`src/rtl/pll_supervisor_pkg.sv`:
```
// Shared types and constants for the PLL supervisor: state encoding, output widths,
// and the counter-width helper.
package pll_supervisor_pkg;

  localparam int unsigned RETRY_W = 4;
  localparam int unsigned LOSS_W  = 8;

  typedef logic [2:0] state_t;

  localparam logic [2:0] ST_PLL_RST   = 3'd0;
  localparam logic [2:0] ST_WAIT_LOCK = 3'd1;
  localparam logic [2:0] ST_STABLE    = 3'd2;
  localparam logic [2:0] ST_RELEASE   = 3'd3;
  localparam logic [2:0] ST_RUN       = 3'd4;
  localparam logic [2:0] ST_FAIL      = 3'd5;

  // Bits needed to count 0 .. (largest cycle parameter - 1), minimum one bit.
  function automatic int unsigned cnt_width(input int unsigned rst_cycles,
                                            input int unsigned timeout_cycles,
                                            input int unsigned stable_cycles,
                                            input int unsigned gap_cycles);
    int unsigned m;
    m = rst_cycles;
    if (timeout_cycles > m) m = timeout_cycles;
    if (stable_cycles > m)  m = stable_cycles;
    if (gap_cycles > m)     m = gap_cycles;
    return (m < 2) ? 1 : $clog2(m);
  endfunction

endpackage

```
`src/rtl/sync_2ff.sv`:
```
// Two-flop synchronizer for asynchronous level inputs; resets to zero.
module sync_2ff #(
  parameter int unsigned WIDTH = 1
) (
  input  logic             clk,
  input  logic             rst_n,
  input  logic [WIDTH-1:0] d,
  output logic [WIDTH-1:0] q
);

  logic [WIDTH-1:0] meta_q;

  always_ff @(posedge clk or negedge rst_n) begin
    if (!rst_n) begin
      meta_q <= '0;
      q      <= '0;
    end else begin
      meta_q <= d;
      q      <= meta_q;
    end
  end

endmodule

```
`src/rtl/pll_supervisor.sv`:
```
// PLL reset/lock supervisor with retry, stable-lock qualification and sequenced channel release.
// Optional lock-loss counter output enabled by PLL_SUPERVISOR_LOSS_COUNT_EN.
module pll_supervisor
  import pll_supervisor_pkg::*;
#(
  parameter int unsigned CHANNELS            = 2,
  parameter int unsigned PLL_RESET_CYCLES    = 16,
  parameter int unsigned LOCK_TIMEOUT_CYCLES = 65536,
  parameter int unsigned LOCK_STABLE_CYCLES  = 1024,
  parameter int unsigned RELEASE_GAP_CYCLES  = 8,
  parameter int unsigned MAX_RETRIES         = 3
) (
  input  logic                clk,
  input  logic                rst_n,
  input  logic                pll_lock_i,
  output logic                pll_reset_o,
  output logic [CHANNELS-1:0] rst_n_o,
  output logic                locked_o,
  output logic                fail_o,
  output logic [RETRY_W-1:0]  retry_count_o
`ifdef PLL_SUPERVISOR_LOSS_COUNT_EN
  ,
  output logic [LOSS_W-1:0]   loss_count_o
`endif
);

  localparam int unsigned CNT_W = cnt_width(PLL_RESET_CYCLES, LOCK_TIMEOUT_CYCLES,
                                            LOCK_STABLE_CYCLES, RELEASE_GAP_CYCLES);
  localparam int unsigned IDX_W = (CHANNELS > 1) ? $clog2(CHANNELS) : 1;

  localparam logic [CNT_W-1:0]   RST_LAST    = CNT_W'(PLL_RESET_CYCLES - 1);
  localparam logic [CNT_W-1:0]   TO_LAST     = CNT_W'(LOCK_TIMEOUT_CYCLES - 1);
  localparam logic [CNT_W-1:0]   STABLE_LAST = CNT_W'(LOCK_STABLE_CYCLES - 1);
  localparam logic [CNT_W-1:0]   GAP_LAST    = CNT_W'(RELEASE_GAP_CYCLES - 1);
  localparam logic [IDX_W-1:0]   CH_LAST     = IDX_W'(CHANNELS - 1);
  localparam logic [RETRY_W-1:0] RETRY_MAX   = RETRY_W'(MAX_RETRIES);

  logic lock_s;

  sync_2ff #(.WIDTH(1)) u_lock_sync (
    .clk   (clk),
    .rst_n (rst_n),
    .d     (pll_lock_i),
    .q     (lock_s)
  );

  state_t               state_q, state_d;
  logic [CNT_W-1:0]     cnt_q, cnt_d;
  logic [IDX_W-1:0]     idx_q, idx_d;
  logic [RETRY_W-1:0]   retry_q, retry_d;
  logic                 pll_reset_q, pll_reset_d;
  logic [CHANNELS-1:0]  rst_n_q, rst_n_d;
  logic                 locked_q, locked_d;
  logic                 fail_q, fail_d;
  logic                 lost;
`ifdef PLL_SUPERVISOR_LOSS_COUNT_EN
  logic [LOSS_W-1:0]    loss_q, loss_d;
`endif

  // Next-state and next-output logic; outputs are derived from the next state so they register cleanly.
  always_comb begin
    state_d = state_q;
    cnt_d   = cnt_q;
    idx_d   = idx_q;
    retry_d = retry_q;
    lost    = 1'b0;

    case (state_q)
      ST_PLL_RST: begin
        if (cnt_q == RST_LAST) state_d = ST_WAIT_LOCK;
        else                   cnt_d   = cnt_q + CNT_W'(1);
      end
      ST_WAIT_LOCK: begin
        if (lock_s) begin
          state_d = ST_STABLE;
        end else if (cnt_q == TO_LAST) begin
          if (retry_q == RETRY_MAX) begin
            state_d = ST_FAIL;
          end else begin
            retry_d = retry_q + RETRY_W'(1);
            state_d = ST_PLL_RST;
          end
        end else begin
          cnt_d = cnt_q + CNT_W'(1);
        end
      end
      ST_STABLE: begin
        if (!lock_s) begin
          state_d = ST_WAIT_LOCK;
        end else if (cnt_q == STABLE_LAST) begin
          state_d = ST_RELEASE;
          idx_d   = '0;
        end else begin
          cnt_d = cnt_q + CNT_W'(1);
        end
      end
      ST_RELEASE: begin
        if (!lock_s) begin
          lost = 1'b1;
        end else if (idx_q == CH_LAST) begin
          state_d = ST_RUN;
        end else if (cnt_q == GAP_LAST) begin
          idx_d = idx_q + IDX_W'(1);
          cnt_d = '0;
        end else begin
          cnt_d = cnt_q + CNT_W'(1);
        end
      end
      ST_RUN: begin
        if (!lock_s) lost = 1'b1;
      end
      ST_FAIL: begin
        state_d = ST_FAIL;
      end
      default: begin
        state_d = ST_PLL_RST;
      end
    endcase

    // Lock loss after qualification: full recovery with a fresh retry budget.
    if (lost) begin
      state_d = ST_PLL_RST;
      retry_d = '0;
    end

    if (state_d != state_q) cnt_d = '0;

    pll_reset_d = (state_d == ST_PLL_RST) || (state_d == ST_FAIL);
    locked_d    = (state_d == ST_RUN);
    fail_d      = (state_d == ST_FAIL);

    rst_n_d = '0;
    if ((state_d == ST_RELEASE) || (state_d == ST_RUN)) begin
      for (int unsigned i = 0; i < CHANNELS; i++) begin
        rst_n_d[i] = (IDX_W'(i) <= idx_d);
      end
    end

`ifdef PLL_SUPERVISOR_LOSS_COUNT_EN
    loss_d = loss_q;
    if (lost && (loss_q != {LOSS_W{1'b1}})) loss_d = loss_q + LOSS_W'(1);
`endif
  end

  always_ff @(posedge clk or negedge rst_n) begin
    if (!rst_n) begin
      state_q     <= ST_PLL_RST;
      cnt_q       <= '0;
      idx_q       <= '0;
      retry_q     <= '0;
      pll_reset_q <= 1'b1;
      rst_n_q     <= '0;
      locked_q    <= 1'b0;
      fail_q      <= 1'b0;
    end else begin
      state_q     <= state_d;
      cnt_q       <= cnt_d;
      idx_q       <= idx_d;
      retry_q     <= retry_d;
      pll_reset_q <= pll_reset_d;
      rst_n_q     <= rst_n_d;
      locked_q    <= locked_d;
      fail_q      <= fail_d;
    end
  end

`ifdef PLL_SUPERVISOR_LOSS_COUNT_EN
  always_ff @(posedge clk or negedge rst_n) begin
    if (!rst_n) loss_q <= '0;
    else        loss_q <= loss_d;
  end

  assign loss_count_o = loss_q;
`endif

  assign pll_reset_o   = pll_reset_q;
  assign rst_n_o       = rst_n_q;
  assign locked_o      = locked_q;
  assign fail_o        = fail_q;
  assign retry_count_o = retry_q;

endmodule

```
`config.mk`:
```
export PLATFORM = sky130hd
export DESIGN_NAME = pll_supervisor
export DESIGN_NICKNAME = d
export VERILOG_FILES = /design/src/rtl/pll_supervisor_pkg.sv /design/src/rtl/sync_2ff.sv /design/src/rtl/pll_supervisor.sv
export SDC_FILE = /design/constraint.sdc
export NUM_CORES = 1
export LEC_CHECK = 0
export ABC_CLOCK_PERIOD_IN_PS = 2900
export BUFFER_PORTS_ARGS = -buffer_cell sky130_fd_sc_hd__buf_4
export CORE_UTILIZATION = 62
export CTS_BUF_LIST = sky130_fd_sc_hd__clkbuf_4
export DETAILED_ROUTE_END_ITERATION = 6
export MAX_ROUTING_LAYER = met4
export PLACE_DENSITY_LB_ADDON = 0.3
export SETUP_SLACK_MARGIN = 0.4
export SYNTH_ARGS = -nofsm -noshare
export SYNTH_HDL_FRONTEND = slang
export SYNTH_HIERARCHICAL = 1
export SYNTH_SLANG_ARGS = --single-unit
```
`constraint.sdc`:
```
create_clock -name clk -period 2.9 [get_ports clk]
set_input_delay 0.58 -clock clk [delete_from_list [all_inputs] [get_ports clk]]
set_output_delay 0.58 -clock clk [all_outputs]
set_load 0.02 [all_outputs]
```
==> run metrics <==
outcome completed; clk root buf clkbuf_4; vias per cell roughly 6.4; crit path time final 2.36 ns; DRC 0; Crit Path Class register to register; Final Max Slew Viols 0; EDFF count, synth 0; cells on worst reg2reg path 7; share of cells above drive strength 1 between 10% and 20%; largest net degree at the start of global routing 32; clk_lat worst skew roughly 0.34 ns; FMAX 424 MHz; total track usage between 20% and 30%; H-tree levels 2; max-cap violations 0; RSZ-0062 raised after global routing no; Worst Path Required 3.12 ns; die area between 0.003 and 0.004 mm2; worst reg-to-reg setup slack about 0.54 ns; YS warnings 6; fin crit share about four fifths; setup repair bufs after CTS 0; Overflow after GRT 0; Iter 0 DRT Violations 58; CTS Buffer Depth 2; Yosys reg bits 31; Synth async-reset ratio 100%; drt wl/cell roughly 16 um; commonest non-fill, non-tap cells in the layout 30 x dfrtp_1, 29 x nor2_1, 13 x xor2_1, 13 x buf_4, 11 x nand4_1; final count of hold timing violations 0; Critical Path Sink Type register; number of global-route vias before repair 1305; antenna cells 0; total CTS buffers 5; number of distinct library cells after synthesis between 40 and 50; IO Pins 12; worst reg2reg startpoint cnt_q[0]; routability cong. roughly 0.94; CTS tree done; Vias 1439; WP data arrival 2.58 ns; Netlist Area Pre-Place 0.00175 mm2; TritonRoute pass-1 iters 4; initial core utilization 68.0%; Reg clk slew, reported paths ~0.10 ns; Worst Setup Start Kind register; syn nets around 190; Setup Skew 0.00773 ns; Die X around 55 um; relative slew slack between 60% and 70%; cells after synthesis 181; TNS Setup 0 ns; Syn-to-layout area delta 8.67%; Routed WL between 3000 and 4000 um; Port Buffers 11; Antenna Nets Post-Route 0; Hold WC Path Type input port to async pin; most common cell after layout, fill and taps aside dfrtp_1; WHS around 0.15 ns; Mapped Avg Cell Area roughly 9.7 um2; PD cells ~450 mW/mm2; Reg-to-Reg End cnt_q[3]; most common flop cell mapped by yosys dfrtp_1; critical path peak fanout 16; antenna violations before repair 0; core area 0.00257 mm2; row count 18; Peak supply drop 410 uV; global-route wire length before repair 5900 um; die span in y ~55 um; Worst-Margin Slew 0.570 ns; TritonCTS Sinks 31; DP Wirelength approximately 2500 um; # nets final ~200; Final setup viols 0; post-synthesis sequential area ratio 44.5%; Leak Pwr about 0.9 nW
[through the flow]
step | std cells | util [%] | total power (W) | worst slack [ns] | cell area (um2)
2_1_floorplan | 181 | - | 0.000586 | 0.622 | 1750
3_3_place_gp | 216 | 71.5 | 0.000607 | 0.435 | 1840
3_5_place_dp | 216 | 71.5 | 0.000616 | 0.273 | 1840
4_1_cts | 224 | 73.9 | 0.000864 | 0.551 | 1900
5_1_grt | 224 | 73.9 | 0.000899 | 0.400 | 1900
6_report | 224 | 73.9 | 0.000859 | 0.542 | 1900
[how the worst max path moves through the flow]
stage / startpoint / endpoint / slack (ns) / cells past startpoint
finish: cnt_q[0] / cnt_q[3] / 0.54 / 7
global route: cnt_q[0] / rst_n_o[1] / 0.40 / 7
CTS: cnt_q[0] / cnt_q[3] / 0.55 / 7
detailed placement: cnt_q[0] / cnt_q[3] / 0.27 / 7
global placement: cnt_q[0] / cnt_q[3] / 0.44 / 7
floorplan: retry_count_o[0] / cnt_q[3] / 0.62 / 8
[Yosys cell counts, types with 2 or more instances]
master	number	area, um2
or3b_1	2	17.5
and3_1	2	12.5
nor3_1	4	20.0
nand3b_1	2	15.0
xor2_1	13	114
o21ai_0	4	20.0
inv_1	4	15.0
nor4_1	5	31.3
o21bai_1	2	15.0
nand4_1	11	68.8
ha_1	2	25.0
nand3_1	9	45.0
and2_1	3	18.8
nor2_1	29	109
or3_1	4	25.0
nand2b_1	3	18.8
dfrtp_1	30	751
nor4_4	2	42.5
or4_1	3	22.5
clkbuf_1	2	7.51
mux2i_1	2	20.0
xnor2_1	2	17.5
buf_2	4	20.0
a21oi_1	7	35.0
nand2_1	9	33.8
[final cells by class]
cell class / instances / area [um2]
clock buffers: 5 / 37.5
clock inverters: 3 / 20.0
fillers: 189 / 669
inverters: 5 / 18.8
multi-input cells: 137 / 910
flip-flops and latches: 31 / 777
well taps: 30 / 37.5
repair buffers: 13 / 97.6
[repair_timing]
action,CTS,global route
hold buffers,0,0
gates resized for setup,1,0
setup endpoints to repair,16,0
[sequential cells by signal, summed over array words and instances, names as in the netlist]
signal	flops
cnt_q	16
retry_count_o	4
state_q	3
rst_n_o	2
fail_o	1
idx_q	1
locked_o	1
pll_reset_o	1
u_lock_sync/meta_q	1
u_lock_sync/q	1
[per-layer routing]
metal  vias up  routed length, um  global-route usage, %
met3         8                208                   7.65
met2        49               1730                   47.2
met1       708               1540                   34.9
li1        674                  -                      -
met5         -                  0                      -
met4         0                 51                   11.7
[kinds of logic (layout without fill, tap and decap cells)]
family / after synthesis / in the layout / synth area share [%]
AO/OA/AOI/OAI: 20 / 20 / 7.81
multiplexers: 2 / 2 / 1.15
XOR/XNOR: 15 / 15 / 7.52
adder cells (fa/ha/maj): 2 / 2 / 1.43
flip-flops: 31 / 31 / 44.5
buffers and inverters: 13 / 26 / 3.72
AND/OR/NAND/NOR: 98 / 98 / 33.9
[report_power, final]
part,leakage (nW),internal (W),switching (W),total [W]
clock,0.0272,0.0000924,0.000156,0.000248
sequential,0.421,0.000456,0.0000350,0.000491
combinational,0.451,0.0000498,0.0000701,0.000120
[critical path, cell delays in order, from the launching register on]
cell and delay [ns]:
dfrtp_1 0.43, ha_1 0.22, nand3_1 0.22, or4_4 0.58, nor4_4 0.27, a2bb2oi_1 0.18
or3_4 0.26, nor4_1 0.08
No activity file was read; power rests on OpenSTA's default activity.
